**config.mk**
```make
export PLATFORM = sky130hd
export DESIGN_NAME = sccb_req_arbiter
export DESIGN_NICKNAME = d
export VERILOG_FILES = /design/src/rtl/sccb_req_arbiter.sv
export SDC_FILE = /design/constraint.sdc
export NUM_CORES = 1
export LEC_CHECK = 0
export BUFFER_PORTS_ARGS = -buffer_cell sky130_fd_sc_hd__buf_2
export CORE_MARGIN = 2
export CORE_UTILIZATION = 48
export DETAILED_ROUTE_END_ITERATION = 16
export GPL_ROUTABILITY_DRIVEN = 0
export PLACE_DENSITY = 0.8
export SETUP_SLACK_MARGIN = 0.05
export SKIP_CTS_REPAIR_TIMING = 1
export SYNTH_ARGS = -nofsm -noshare
export SYNTH_HDL_FRONTEND = slang
export SYNTH_SLANG_ARGS = --single-unit
```
**constraint.sdc**
```tcl
create_clock -name iCLK -period 2.6 [get_ports iCLK]
set_input_delay 0.13 -clock iCLK [delete_from_list [all_inputs] [get_ports iCLK]]
set_output_delay 0.13 -clock iCLK [all_outputs]
set_load 0.01 [all_outputs]
```
**src/rtl/sccb_req_arbiter.sv**
```systemverilog
// sccb_req_arbiter: two-requester round-robin front end for a shared SCCB/I2C
// engine. Requester A is boot config, B is runtime register access.
// Optional NACK retry is built when SCCB_ARB_RETRY_EN is defined; the default
// build aborts a transaction on its first NACK.
module sccb_req_arbiter #(
  parameter int MAX_RETRY     = 3,
  parameter int TIMEOUT_TICKS = 255
) (
  input  logic        iCLK,
  input  logic        iRST_N,
  input  logic        iI2C_EN,
  input  logic        iA_REQ,
  input  logic        iB_REQ,
  input  logic        iA_WR,
  input  logic        iB_WR,
  input  logic [23:0] iA_DATA,
  input  logic [23:0] iB_DATA,
  output logic        oA_GNT,
  output logic        oB_GNT,
  output logic        oA_DONE,
  output logic        oB_DONE,
  output logic        oA_ERR,
  output logic        oB_ERR,
  output logic        oGO,
  output logic        oWR,
  output logic [23:0] oWDATA,
  input  logic        iEND,
  input  logic        iACK,
  input  logic [7:0]  iRDATA,
  output logic [7:0]  oRDATA,
  output logic        oBUSY
);

  localparam logic [1:0] IDLE   = 2'd0;
  localparam logic [1:0] START  = 2'd1;
  localparam logic [1:0] WAIT   = 2'd2;
  localparam logic [1:0] FINISH = 2'd3;

  // Timeout counter counts 0..TIMEOUT_TICKS-1; the last value triggers abort.
  localparam int TW = (TIMEOUT_TICKS > 1) ? $clog2(TIMEOUT_TICKS) : 1;
  localparam logic [TW-1:0] TMO_LAST = TW'(TIMEOUT_TICKS - 1);

`ifdef SCCB_ARB_RETRY_EN
  localparam int RW = (MAX_RETRY > 0) ? $clog2(MAX_RETRY + 1) : 1;
  localparam logic [RW-1:0] RETRY_MAX = RW'(MAX_RETRY);
  logic [RW-1:0] retry;
`endif

  logic [1:0]    state;
  logic          ownerB;   // current owner: 0=A, 1=B
  logic          lastB;    // previous owner, reset to B so A wins the first tie
  logic          errFlag;  // current transaction has failed
  logic [TW-1:0] tmo;
  logic          pickB;

  // Round-robin pick: B wins if it is the only requester, or on a tie when A went last.
  assign pickB = iB_REQ && (!iA_REQ || !lastB);

  assign oBUSY = (state != IDLE);

  // Arbitration FSM; all state changes qualified by the engine tick, DONE/ERR self-clear.
  always_ff @(posedge iCLK or negedge iRST_N) begin
    if (!iRST_N) begin
      state   <= IDLE;
      ownerB  <= 1'b0;
      lastB   <= 1'b1;
      errFlag <= 1'b0;
      tmo     <= '0;
      oA_GNT  <= 1'b0;
      oB_GNT  <= 1'b0;
      oA_DONE <= 1'b0;
      oB_DONE <= 1'b0;
      oA_ERR  <= 1'b0;
      oB_ERR  <= 1'b0;
      oGO     <= 1'b0;
      oWR     <= 1'b0;
      oWDATA  <= '0;
      oRDATA  <= '0;
`ifdef SCCB_ARB_RETRY_EN
      retry   <= '0;
`endif
    end else begin
      oA_DONE <= 1'b0;
      oB_DONE <= 1'b0;
      oA_ERR  <= 1'b0;
      oB_ERR  <= 1'b0;
      if (iI2C_EN) begin
        case (state)
          IDLE: begin
            if (iA_REQ || iB_REQ) begin
              ownerB  <= pickB;
              lastB   <= pickB;
              oA_GNT  <= !pickB;
              oB_GNT  <= pickB;
              oWR     <= pickB ? iB_WR : iA_WR;
              oWDATA  <= pickB ? iB_DATA : iA_DATA;
              oGO     <= 1'b1;
              tmo     <= '0;
              errFlag <= 1'b0;
`ifdef SCCB_ARB_RETRY_EN
              retry   <= '0;
`endif
              state   <= START;
            end
          end
          START: begin
            tmo <= tmo + 1'b1;
            // After a retry oGO is low for one tick; raise it before watching iEND.
            if (!oGO) oGO <= 1'b1;
            if (oGO && !iEND) begin
              state <= WAIT;
            end else if (tmo == TMO_LAST) begin
              state   <= FINISH;
              oGO     <= 1'b0;
              errFlag <= 1'b1;
            end
          end
          WAIT: begin
            tmo <= tmo + 1'b1;
            if (iEND) begin
              if (!iACK) begin
                if (!oWR) oRDATA <= iRDATA;
                state <= FINISH;
                oGO   <= 1'b0;
              end else begin
`ifdef SCCB_ARB_RETRY_EN
                if (retry < RETRY_MAX) begin
                  retry <= retry + 1'b1;
                  tmo   <= '0;
                  oGO   <= 1'b0;
                  state <= START;
                end else begin
                  state   <= FINISH;
                  oGO     <= 1'b0;
                  errFlag <= 1'b1;
                end
`else
                state   <= FINISH;
                oGO     <= 1'b0;
                errFlag <= 1'b1;
`endif
              end
            end else if (tmo == TMO_LAST) begin
              state   <= FINISH;
              oGO     <= 1'b0;
              errFlag <= 1'b1;
            end
          end
          default: begin // FINISH
            oA_DONE <= !ownerB;
            oB_DONE <= ownerB;
            oA_ERR  <= !ownerB && errFlag;
            oB_ERR  <= ownerB && errFlag;
            oA_GNT  <= 1'b0;
            oB_GNT  <= 1'b0;
            state   <= IDLE;
          end
        endcase
      end
    end
  end

endmodule

```
==> run summary, run 1 <==
die span in y: 76.44 microns
H-tree depth: 2
Overall Global Routing Usage: 0.1919
synthesized instance count: 233
CTS clk-pin slew, worst paths: 0.10 ns
First-pass DRT Iterations: 4
Bufs on Longest Clock Path: 2
Synth Warn #: 0
Worst Path Required: 2.76 ns
sequential fraction of the synthesis area: 0.5271
DP Wirelength: 4049 microns
Clock Power Share: 0.153
Post-Synth XOR/XNOR Area: 0.01739
total of max-cap violations: 0
CP Launch Type: flop
async set-or-reset flop fraction in the synthesized netlist: 1.000
Final Util: 0.6297
Rel. slew slack: 0.5489
CTS Buf Count: 5
Clock Tree Root: clkbuf_8
kind of end point of the critical path: flop
Nets: 408
Peak Freq: 464.9 MHz
Slew Limit Fails: 0
mux contribution to synthesized area: 0.1351
Vias: 2,057
setup TNS: 0 ns
P_leak: 1.642 nW
port bufs: 105
wirelength, routed: 5336 microns
crit path max fanout: 9
Peak VDD IR: 0.0004823 V
Tmin final: 2.151 ns
number of routed nets with antenna violations: 0
Final Setup Violations: 0
WS Path Type: reg2reg
Die X: 76.44 microns
part of the power in registers: 0.449
final-report hold violation count: 0
number of global-route vias before repair: 2,037
Post-synth top flop: dfrtp_1
largest net degree at the start of global routing: 54
vias per inst: 5.042
share of cells above drive strength 1: 0.3757
dpl cells: 399
# diodes: 0
first-pass GRT wire length: 9011 microns
HP Class: in2reg
final cell count without fillers: 408
# clock sinks: 53
clock latency on the worst-skew pair: 0.30 ns
initial antenna violation count: 0
switch share: 0.3756
combinational power share: 0.398
final global-route overflow total: 0
syn avg cell area: 10.81 sq um
FP Rows: 26
post-synthesis adder-cell area fraction: 0.02981
Die ar.: 0.005842 sq mm
Worst Tran Pin Value: 0.6714 ns
1st-iter DRT viols: 112
Post-synth EDFFs: 0
Layout Skew: 0.009318 ns
Synth cell types: 43
P_int: 1.845 mW
Compound-Gate Fraction of Synth Area: 0.1177
RSZ-0062 raised after global routing: false
CTS tree: built
Synth Register Bits: 53
PD cells: 924.8 mW/mm^2
Ports: 106
Mapped Area: 0.002519 sq mm
status: finished clean
Starting Density: 0.4963
CP arrival: 2.31 ns
crit share post-route: 0.8273
Core Area: 0.005075 sq mm
sw power: 1.110 mW
detailed-route DRC error count: 0
fill count: 435
per-cell routed wire length: 13.08 microns
largest family of logic cells by synthesized area: simple AND/OR/NAND/NOR gates
layout overhead on the synthesized area: 26.88%
post-synth net total: 304
post-synthesis simple-gate area fraction: 0.1386
-- power groups by stage --
stage                     logic (mW)  registers (mW)  clock network (mW)
after floorplan                0.615            1.44                   0
after global placement          1.15            1.33                   0
final                           1.18            1.33               0.451
after global routing            1.31            1.37               0.494
after CTS                       1.19            1.33               0.467
after detailed placement        1.20            1.33                   0
-- worst max-delay path: stages, from the launching register on --
cell and delay [ns]:
dfrtp_1 0.41, inv_1 0.10, ha_1 0.31, nor3b_4 0.22, nand2b_1 0.27, nor3_1 0.57
nor2_1 0.12
-- cells by family (layout without fill, tap and decap cells) --
family / after synthesis / count (layout)
AND/OR/NAND/NOR: 70 / 70
buffers and inverters: 17 / 122
adder cells (fa/ha/maj): 6 / 6
multiplexers: 33 / 33
flip-flops: 53 / 53
XOR/XNOR: 5 / 5
AO/OA/AOI/OAI: 49 / 49
-- registers in the layout, summed over array words and instances, names as in the netlist --
| register | flops |
|---|---|
| lastB | 1 |
| tmo | 8 |
| oB_GNT | 1 |
| ownerB | 1 |
| oWDATA | 24 |
| errFlag | 1 |
| state | 2 |
| oA_DONE | 1 |
| oGO | 1 |
| oA_ERR | 1 |
| oA_GNT | 1 |
| oB_DONE | 1 |
| oB_ERR | 1 |
| oRDATA | 8 |
| oWR | 1 |
-- cell usage after synthesis (4+ instances only) --
master | n | area, sq um
dfrtp_1 | 52 | 1301
inv_1 | 5 | 18.77
nand2_1 | 33 | 123.9
nor3_1 | 4 | 20.02
nand3_1 | 5 | 25.02
mux2_2 | 8 | 90.09
mux2i_1 | 25 | 250.2
o21ai_1 | 8 | 40.04
o21ai_0 | 22 | 110.1
clkbuf_1 | 6 | 22.52
ha_1 | 6 | 75.07
xnor2_1 | 5 | 43.79
nor2_1 | 12 | 45.04
-- area by class of cell --
type | instances | area (sq um) | area share
repair buffers | 109 | 558.0 | 0.1746
well taps | 70 | 87.58 | 0.02741
multi-input cells | 163 | 1116 | 0.3493
inverters | 5 | 18.77 | 0.005873
clock buffers | 6 | 72.57 | 0.02271
flip-flops and latches | 53 | 1328 | 0.4154
clock inverters | 2 | 15.01 | 0.004699
-- layer usage --
metal / global-route usage / up-vias / share of wire
met5: 0 / - / 0
met4: 0.09636 / 0 / 0.021
met3: 0.04621 / 10 / 0.059
met2: 0.3088 / 77 / 0.47
met1: 0.2425 / 947 / 0.45
li1: - / 1023 / -
-- cells in the final DEF (no fill, tap or decap), types with 2 or more instances in the layout --
master,n
buf_2,105
dfrtp_1,52
nand2_1,33
mux2i_1,25
o21ai_0,22
nor2_1,12
mux2_2,8
o21ai_1,8
ha_1,6
inv_1,5
nand3_1,5
xnor2_1,5
clkbuf_8,5
nor3_1,4
nand2b_1,3
a21oi_1,3
buf_4,3
and2_1,2
a211o_1,2
o31ai_1,2
nor4_1,2
nand3b_1,2
clkinvlp_4,2
-- final timing paths --
kind,startpoint,to,slack (ns),cells after the start
worst max-delay path,state[0]$_DFFE_PN0P_,tmo[7]$_DFFE_PN0P_,0.45,6
worst min-delay path,iRDATA[7],oRDATA[7]$_DFFE_PN0P_,0.05,2
worst max register to register,state[0]$_DFFE_PN0P_,tmo[7]$_DFFE_PN0P_,0.45,6
worst min register to register,ownerB$_DFFE_PN0P_,oA_DONE$_DFF_PN0_,0.48,1
max in group asynchronous,iRST_N,oA_ERR$_DFF_PN0_,1.69,3
min in group asynchronous,iRST_N,oWDATA[2]$_DFFE_PN0P_,0.46,3
-- per-stage QoR --
step	total power, mW	hold WS, ns	area, sq um	setup slack [ns]
finish	2.955	0.05013	3196	0.4491
global route	3.179	0.04113	3196	0.2875
global placement	2.480	0.2850	3098	0.5672
floorplan	2.057	-0.1656	2519	0.6558
detailed placement	2.529	0.2919	3098	0.4811
CTS	2.985	-0.04901	3186	0.4552
Note: power is estimated with default switching activity, not from simulation.
==> inputs of run 2 (changes only) <==
Clock period 2.6 ns to 2 ns, I/O delays scaled along.
==> run 2 against run 1 <==
Sequential power increased by 30%. Fmax increased by 15%. First-iteration DRC count decreased by 7.1%. Power increased by 32%. Register-to-register slack got worse by 0.32 ns. Clock power increased by 26%. Routed wire length increased by 0.67%. Design area increased by 2.3%. Via count increased by 0.49%.
==> run summary, run 2 (synthesized netlist as in run 1, its figures left out) <==
status: finished clean
Rel. slew slack: 0.5706
CP arrival: 2.06 ns
Worst Tran Pin Value: 0.6413 ns
First-pass DRT Iterations: 4
Slew Limit Fails: 0
CTS tree: built
Worst Path Required: 2.19 ns
layout overhead on the synthesized area: 29.86%
CP Launch Type: flop
Critical-path top delay cell: dfrtp_1
Tmin final: 1.875 ns
Core Area: 0.005075 sq mm
max incr delay on CP: 0.42 ns
total power: 3.897 mW
hold depth: 2
RSZ-0062 raised after global routing: false
per-cell routed wire length: 13.01 microns
crit path max fanout: 8
WS Path Type: reg2reg
CTS Buf Count: 5
initial antenna violation count: 0
reg2reg path depth: 6
family with the most delay on the worst path: flip-flops
Die ar.: 0.005842 sq mm
1st-iter DRT viols: 104
Bufs on Longest Clock Path: 2
Regs by FF count: oWDATA (24), oRDATA (8), tmo (8)
Largest register FFs: 24
critical path depth in cells: 6
Vias: 2,067
fill count: 418
vias per inst: 5.005
share of cells above drive strength 1: 0.3878
setup TNS: 0 ns
Final Instance Area: 0.003271 sq mm
detailed-route DRC error count: 0
Final Util: 0.6445
Clock Tree Root: clkbuf_8
FP Rows: 26
clock latency on the worst-skew pair: 0.30 ns
P_leak: 1.690 nW
wirelength, routed: 5372 microns
PD cells: 1192 mW/mm^2
die span in y: 76.44 microns
commonest non-fill, non-tap cell in the layout: buf_2
# clock sinks: 53
Overall Global Routing Usage: 0.1917
Final Setup Violations: 0
CP bufs+invs: 2
number of global-route vias before repair: 2,074
Ports: 106
final-report hold violation count: 0
crit share post-route: 0.9373
Biggest register: oWDATA
Peak VDD IR: 0.0005782 V
kind of end point of the critical path: flop
DP Wirelength: 4208 microns
most frequent cells in the layout: buf_2 (105), dfrtp_1 (52), nand2_1 (33)
area of placed instances: 0.003173 sq mm
Die X: 76.44 microns
H-tree depth: 2
Nets: 413
final global-route overflow total: 0
CTS clk-pin slew, worst paths: 0.09 ns
Starting Density: 0.4963
HP Class: in2reg
# diodes: 0
port bufs: 105
number of routed nets with antenna violations: 0
crit path cell chain: inv_1, ha_1, nand2_1, nor4b_4, buf_4, mux2_2
Layout Skew: 0.005293 ns
largest net degree at the start of global routing: 47
total of max-cap violations: 0
Peak Freq: 533.4 MHz
first-pass GRT wire length: 9066 microns
dpl cells: 404
final cell count without fillers: 413
[run 2: cell type report]
cell class | count | area [sq um] | area share
Tap cell | 70 | 87.58 | 0.02678
Sequential cell | 53 | 1328 | 0.4059
Timing Repair Buffer | 114 | 633.1 | 0.1936
Inverter | 5 | 18.77 | 0.005738
Clock buffer | 6 | 72.57 | 0.02219
Clock inverter | 2 | 10.01 | 0.003060
Multi-Input combinational cell | 163 | 1121 | 0.3428
[run 2: where the power goes]
part / internal, mW / switching (mW) / total (mW) / leakage, nW
Clock: 0.243 / 0.327 / 0.570 / 0.0450
Combinational: 0.727 / 0.874 / 1.60 / 0.965
Sequential: 1.48 / 0.249 / 1.73 / 0.680
[run 2: worst reg2reg max path, cell delays in order, from the launching register on]
cell and delay [ns]:
dfrtp_1 0.42, inv_1 0.13, ha_1 0.26, nand2_1 0.16, nor4b_4 0.24, buf_4 0.21
mux2_2 0.35
[run 2: final timing paths]
check / startpoint / to / slack, ns
worst max-delay path: state[0]$_DFFE_PN0P_ / oRDATA[2]$_DFFE_PN0P_ / 0.13
worst min-delay path: iRDATA[3] / oRDATA[3]$_DFFE_PN0P_ / 0.03
worst max register to register: state[0]$_DFFE_PN0P_ / oRDATA[2]$_DFFE_PN0P_ / 0.13
worst min register to register: ownerB$_DFFE_PN0P_ / oA_DONE$_DFF_PN0_ / 0.46
max in group asynchronous: iRST_N / lastB$_DFFE_PN1P_ / 1.05
min in group asynchronous: iRST_N / oWDATA[3]$_DFFE_PN0P_ / 0.32
[run 2: routing by layer]
layer | vias to the layer above | wire length, microns | track usage
li1 | 1035 | - | -
met1 | 944 | 2295 | 0.2277
met2 | 80 | 2692 | 0.3407
met3 | 8 | 311 | 0.04384
met4 | 0 | 73 | 0.06727
met5 | - | 0 | 0
[run 2: per-stage QoR]
step           setup WS [ns]  hold slack (ns)
4_1_cts              0.06675          -0.2067
3_3_place_gp          0.1748           0.1166
5_1_grt              0.05252          0.01451
3_5_place_dp         0.08652           0.1272
6_report              0.1254          0.02593
2_1_floorplan        0.05577          -0.1956
